`config.mk`:
```
export PLATFORM = sky130hd
export DESIGN_NAME = burst_sequencer
export DESIGN_NICKNAME = d
export VERILOG_FILES = /design/src/rtl/burst_sequencer.sv
export SDC_FILE = /design/constraint.sdc
export NUM_CORES = 1
export LEC_CHECK = 0
export CAP_MARGIN = 0
export CELL_PAD_IN_SITES_DETAIL_PLACEMENT = 1
export CELL_PAD_IN_SITES_GLOBAL_PLACEMENT = 2
export CORE_MARGIN = 5
export CORE_UTILIZATION = 32
export DETAILED_ROUTE_END_ITERATION = 7
export PLACE_DENSITY_LB_ADDON = 0.1
export SLEW_MARGIN = 15
export SYNTH_ARGS = -nofsm -noshare
export SYNTH_HDL_FRONTEND = slang
export SYNTH_SLANG_ARGS = --single-unit
```
`constraint.sdc`:
```
create_clock -name sync_clk -period 1.9 [get_ports sync_clk]
set_input_delay 0.285 -clock sync_clk [delete_from_list [all_inputs] [get_ports sync_clk]]
set_output_delay 0.285 -clock sync_clk [all_outputs]
set_load 0.005 [all_outputs]
```
`src/rtl/burst_sequencer.sv`:
```
// Programmable pulse-burst generator. Each accepted start pulse emits N pulses
// of H cycles high separated by L cycles low, then strobes done for one cycle.
module burst_sequencer #(
   parameter int CNT_W = 16,
   parameter int NUM_W = 8
) (
   input  logic             sync_clk,
   input  logic             reset_n,
   input  logic             start,
   input  logic             abort,
   input  logic [NUM_W-1:0] num_pulses,
   input  logic [CNT_W-1:0] high_cycles,
   input  logic [CNT_W-1:0] low_cycles,
   output logic             pulse_out,
   output logic             busy,
   output logic             done,
   output logic [NUM_W-1:0] pulse_count
);

   typedef enum logic [1:0] {
      IDLE = 2'd0,
      HIGH = 2'd1,
      LOW  = 2'd2,
      DONE = 2'd3
   } state_t;

   localparam logic [CNT_W-1:0] CNT_ONE = {{(CNT_W-1){1'b0}}, 1'b1};
   localparam logic [NUM_W-1:0] NUM_ONE = {{(NUM_W-1){1'b0}}, 1'b1};

   state_t           state_q;
   logic [NUM_W-1:0] n_q;
   logic [CNT_W-1:0] h_q;
   logic [CNT_W-1:0] l_q;
   logic [CNT_W-1:0] cnt_q;
   logic [NUM_W-1:0] pulse_count_q;
   logic             pulse_out_q;
   logic             busy_q;
   logic             done_q;

   logic [CNT_W-1:0] h_d;
   logic [CNT_W-1:0] l_d;

   // Zero widths are promoted to one cycle so every phase is observable.
   always_comb begin
      h_d = high_cycles;
      l_d = low_cycles;
      if (high_cycles == {CNT_W{1'b0}}) begin
         h_d = CNT_ONE;
      end else begin
         h_d = high_cycles;
      end
      if (low_cycles == {CNT_W{1'b0}}) begin
         l_d = CNT_ONE;
      end else begin
         l_d = low_cycles;
      end
   end

   // cnt_q counts cycles already spent in the current phase, including this one.
   always_ff @(posedge sync_clk or negedge reset_n) begin
      if (!reset_n) begin
         state_q       <= IDLE;
         n_q           <= {NUM_W{1'b0}};
         h_q           <= {CNT_W{1'b0}};
         l_q           <= {CNT_W{1'b0}};
         cnt_q         <= {CNT_W{1'b0}};
         pulse_count_q <= {NUM_W{1'b0}};
         pulse_out_q   <= 1'b0;
         busy_q        <= 1'b0;
         done_q        <= 1'b0;
      end else begin
         case (state_q)
            IDLE: begin
               done_q      <= 1'b0;
               pulse_out_q <= 1'b0;
               busy_q      <= 1'b0;
               if (start && !abort) begin
                  n_q   <= num_pulses;
                  h_q   <= h_d;
                  l_q   <= l_d;
                  cnt_q <= CNT_ONE;
                  if (num_pulses != {NUM_W{1'b0}}) begin
                     state_q       <= HIGH;
                     pulse_out_q   <= 1'b1;
                     busy_q        <= 1'b1;
                     pulse_count_q <= NUM_ONE;
                  end else begin
                     state_q       <= DONE;
                     done_q        <= 1'b1;
                     pulse_count_q <= {NUM_W{1'b0}};
                  end
               end else begin
                  state_q <= IDLE;
               end
            end
            HIGH: begin
               if (abort) begin
                  state_q     <= IDLE;
                  pulse_out_q <= 1'b0;
                  busy_q      <= 1'b0;
                  done_q      <= 1'b0;
               end else if (cnt_q == h_q) begin
                  pulse_out_q <= 1'b0;
                  cnt_q       <= CNT_ONE;
                  if (pulse_count_q == n_q) begin
                     state_q <= DONE;
                     busy_q  <= 1'b0;
                     done_q  <= 1'b1;
                  end else begin
                     state_q <= LOW;
                  end
               end else begin
                  cnt_q <= cnt_q + CNT_ONE;
               end
            end
            LOW: begin
               if (abort) begin
                  state_q     <= IDLE;
                  pulse_out_q <= 1'b0;
                  busy_q      <= 1'b0;
                  done_q      <= 1'b0;
               end else if (cnt_q == l_q) begin
                  state_q       <= HIGH;
                  pulse_out_q   <= 1'b1;
                  cnt_q         <= CNT_ONE;
                  pulse_count_q <= pulse_count_q + NUM_ONE;
               end else begin
                  cnt_q <= cnt_q + CNT_ONE;
               end
            end
            DONE: begin
               state_q     <= IDLE;
               done_q      <= 1'b0;
               busy_q      <= 1'b0;
               pulse_out_q <= 1'b0;
            end
            default: begin
               state_q     <= IDLE;
               pulse_out_q <= 1'b0;
               busy_q      <= 1'b0;
               done_q      <= 1'b0;
            end
         endcase
      end
   end

   assign pulse_out   = pulse_out_q;
   assign busy        = busy_q;
   assign done        = done_q;
   assign pulse_count = pulse_count_q;

endmodule

```
==> flow_summary.json <==
{
  "finalSetupViolCount": 23,
  "cts-root-buf": "clkbuf_16",
  "gp_congestion": 0.787,
  "cts_tree": "yes",
  "slowest_stage": "dfrtp_1",
  "synth_cells": 349,
  "status": "complete, but fails checks",
  "required_ns": 2.16,
  "fin_nets": 527,
  "n_fill_cell": 1240,
  "worst_slack_ns": -0.109,
  "p_leak_nw": 2.30,
  "powerDensity_nw_per_um2": 1050,
  "async_reset_ff_frac": 1.00,
  "crit_cells": 7,
  "critPathCaptureType": "flip-flop",
  "drt-wirelength-per-cell_um": 19.1,
  "track_usage": 0.166,
  "first_pass_iters": 4,
  "coreArea_sq_um": 11500,
  "io_buffers": 54,
  "synth_edf_count": 0,
  "dp.cells": 593,
  "startpoint": "state_q[1]$_DFFE_PN0P_",
  "timing.rr.start": "state_q[1]$_DFFE_PN0P_",
  "holdWs_ns": 0.482,
  "ios": 55,
  "yosysMostFrequentCell": "dfrtp_1",
  "ys_seq_area_frac": 0.454,
  "cts_htree_levels": 3,
  "peakVddDrop_uv": 654,
  "via_count": 3206,
  "die_y_um": 119,
  "fin_cells": 625,
  "slew_headroom": 0.727,
  "setup.worst_path.end": "pulse_count[6]$_DFFE_PN0P_",
  "worst_pin_slew_ns": 0.409,
  "synth_warnings": 0,
  "crit_buf_inv": 2,
  "ys_types": 49,
  "rsz0062_at_grt": "yes",
  "design_area_sq_um": 5820,
  "synth_fp_nets": 399,
  "drtAntennaViolNets": 0,
  "synth-main-ff-cell": "dfrtp_1",
  "period_share": 1.06,
  "clk_latency_ns": 0.34,
  "cts_buffers": 9,
  "violations": "setup timing",
  "fmax_mhz": 498,
  "viasPerCell": 5.13,
  "route.detailed.drc": 0,
  "crit_family": "simple AND/OR/NAND/NOR gates",
  "num_antenna_cells": 0,
  "cp_common_cell": "or3_4",
  "drive_gt1_frac": 0.448,
  "crit_fanout": 4,
  "dp_hpwl_um": 8590,
  "synth.top_cell.area_share": 0.454,
  "grt_max_degree": 70,
  "initial_core_util": 0.330,
  "period_minus_slack_ns": 2.01,
  "die_w_um": 119,
  "ff2ff_setup_slack_ns": -0.11,
  "routed_wl_um": 11900,
  "synth_top_area_cell": "dfrtp_1",
  "grt_pass1_vias": 3420,
  "skew_ns": 0.00570,
  "crit_chain": "buf_4 > ha_4 > inv_4 > a211o_1 > or3_4 > or3_4 > a21oi_2",
  "drt_iter0_drc": 83,
  "clk_pin_slew_ns": 0.06,
  "syn_to_final_growth_pct": 53.2,
  "synth-seq-cells": 69,
  "worstSetupPathType": "flip-flop to flip-flop",
  "grt_first_pass_wirelength_um": 18400,
  "power_w": 0.00612,
  "max_stage_delay_ns": 0.40,
  "drv_slew": 0,
  "die_area_sq_um": 14200,
  "r2r_end": "pulse_count[6]$_DFFE_PN0P_",
  "crit_arrival_ns": 2.27,
  "antenna_found_initial": 0,
  "finalHoldViolCount": 0,
  "ys_top_cells_by_area": "dfrtp_1 (45%), mux2_2 (13%), xnor2_1 (7.4%)",
  "cap_violations": 0,
  "startpoint_type": "flip-flop",
  "clock_path_buffers": 2,
  "num_rows": 39,
  "hp-class": "input port to async pin",
  "fin_setup_tns_ns": -0.981,
  "globalRouteOverflowTotal": 0,
  "avgSynthCellArea_sq_um": 10.9,
  "place_area_sq_um": 4950,
  "ys_top_cells_by_count": "dfrtp_1 (69), mux2_2 (43), xnor2_1 (32), nand2_1 (18), nor2_1 (18)",
  "clock_sinks": 69,
  "syn_area_sq_um": 3800,
  "reg2reg_depth": 7
}
==> per-stage QoR <==
step                      setup slack, ns   util
after global routing               -0.158  0.505
final                              -0.109  0.505
after detailed placement           -0.192  0.430
after floorplan                   -0.0629      -
after global placement             -0.140  0.430
after CTS                         -0.0878  0.469
==> state kept, by name (all words and copies together), names as in the netlist <==
register,flops
busy,1
pulse_out,1
l_q,16
pulse_count,8
n_q,8
state_q,2
done,1
cnt_q,16
h_q,16
==> cells by family (layout without fill, tap and decap cells) <==
kind of cell / Yosys count / in the layout / share of synthesized area
buffers and inverters: 29 / 162 / 0.0408
AOI/OAI and AO/OA: 45 / 45 / 0.0790
and+or+nand+nor: 108 / 108 / 0.154
xor gates and xnor gates: 45 / 45 / 0.114
muxes: 47 / 47 / 0.138
adders and majority gates: 6 / 6 / 0.0198
DFF: 69 / 69 / 0.454
==> repair_timing <==
item,4_1_cts,5_1_grt
gates resized for setup,27,68
cloned,0,1
pin swaps,14,31
hold buffers,1,0
setup endpoints to repair,28,29
buffers inserted,3,11
endpoints found under the hold margin,69,0
==> worst register-to-register path: stages, from the launching register on <==
cell and delay, ns:
dfrtp_1 0.40, buf_4 0.14, ha_4 0.16, inv_4 0.05
a211o_1 0.34, or3_4 0.35, or3_4 0.37, a21oi_2 0.12
==> cells in the final DEF, fill, tap and decap left out, types with 3 or more instances in the layout <==
cell             count
ha_1                 3
a31oi_1              4
nand3b_1             3
nand3_1              4
buf_12               3
nor3_1               5
nor2_1              12
nor4_1              11
a21oi_2              3
nor3_4               5
inv_1                6
a21oi_1              6
mux2i_1              3
nor2_4               5
a41oi_1              3
nor4_2               4
mux2_2              43
buf_4               66
dfrtp_2              5
o21ai_2              5
clkdlybuf4s50_1     53
xnor2_2             12
dfrtp_1             64
o21ai_0              6
clkbuf_16           10
xnor2_1             25
clkinvlp_4           4
xor2_1               8
nand4_1              9
nor3_2               3
buf_6               12
nand2_1             16
nand2b_1             4
==> routing by layer <==
| layer | vias up | GRT usage | share of wire |
|---|---|---|---|
| met5 | - | 0 | 0 |
| met4 | 0 | 0.0377 | 0.012 |
| li1 | 1529 | - | - |
| met3 | 12 | 0.0445 | 0.029 |
| met1 | 1610 | 0.244 | 0.51 |
| met2 | 55 | 0.244 | 0.45 |
==> power breakdown <==
group | switching [W] | internal, W | total, W | leakage, nW
registers | 0.000405 | 0.00188 | 0.00229 | 0.854
logic | 0.000951 | 0.00127 | 0.00222 | 1.32
clock network | 0.000688 | 0.000925 | 0.00161 | 0.127
total | 0.00204 | 0.00408 | 0.00612 | 2.30
==> worst min path at each step <==
stage,start,end,slack (ns),cells past startpoint
2_1_floorplan,reset_n,busy$_DFFE_PN0P_,-0.01,0
3_3_place_gp,reset_n,cnt_q[12]$_DFFE_PN0P_,0.34,2
3_5_place_dp,reset_n,cnt_q[10]$_DFFE_PN0P_,0.35,2
4_1_cts,done$_DFFE_PN0P_,done$_DFFE_PN0P_,0.51,1
5_1_grt,reset_n,cnt_q[12]$_DFFE_PN0P_,0.53,3
6_report,reset_n,cnt_q[11]$_DFFE_PN0P_,0.48,3
==> final cells by class <==
type                    count  area [sq um]  share of cell area
clock buffers              10           239              0.0411
clock inverters             6          47.5             0.00817
inverters                   9          36.3             0.00623
multi-input cells         251          2320               0.399
flip-flops and latches     69          1730               0.298
well taps                 143           179              0.0307
repair buffers            137          1260               0.217
No activity file was read; power rests on OpenSTA's default activity.
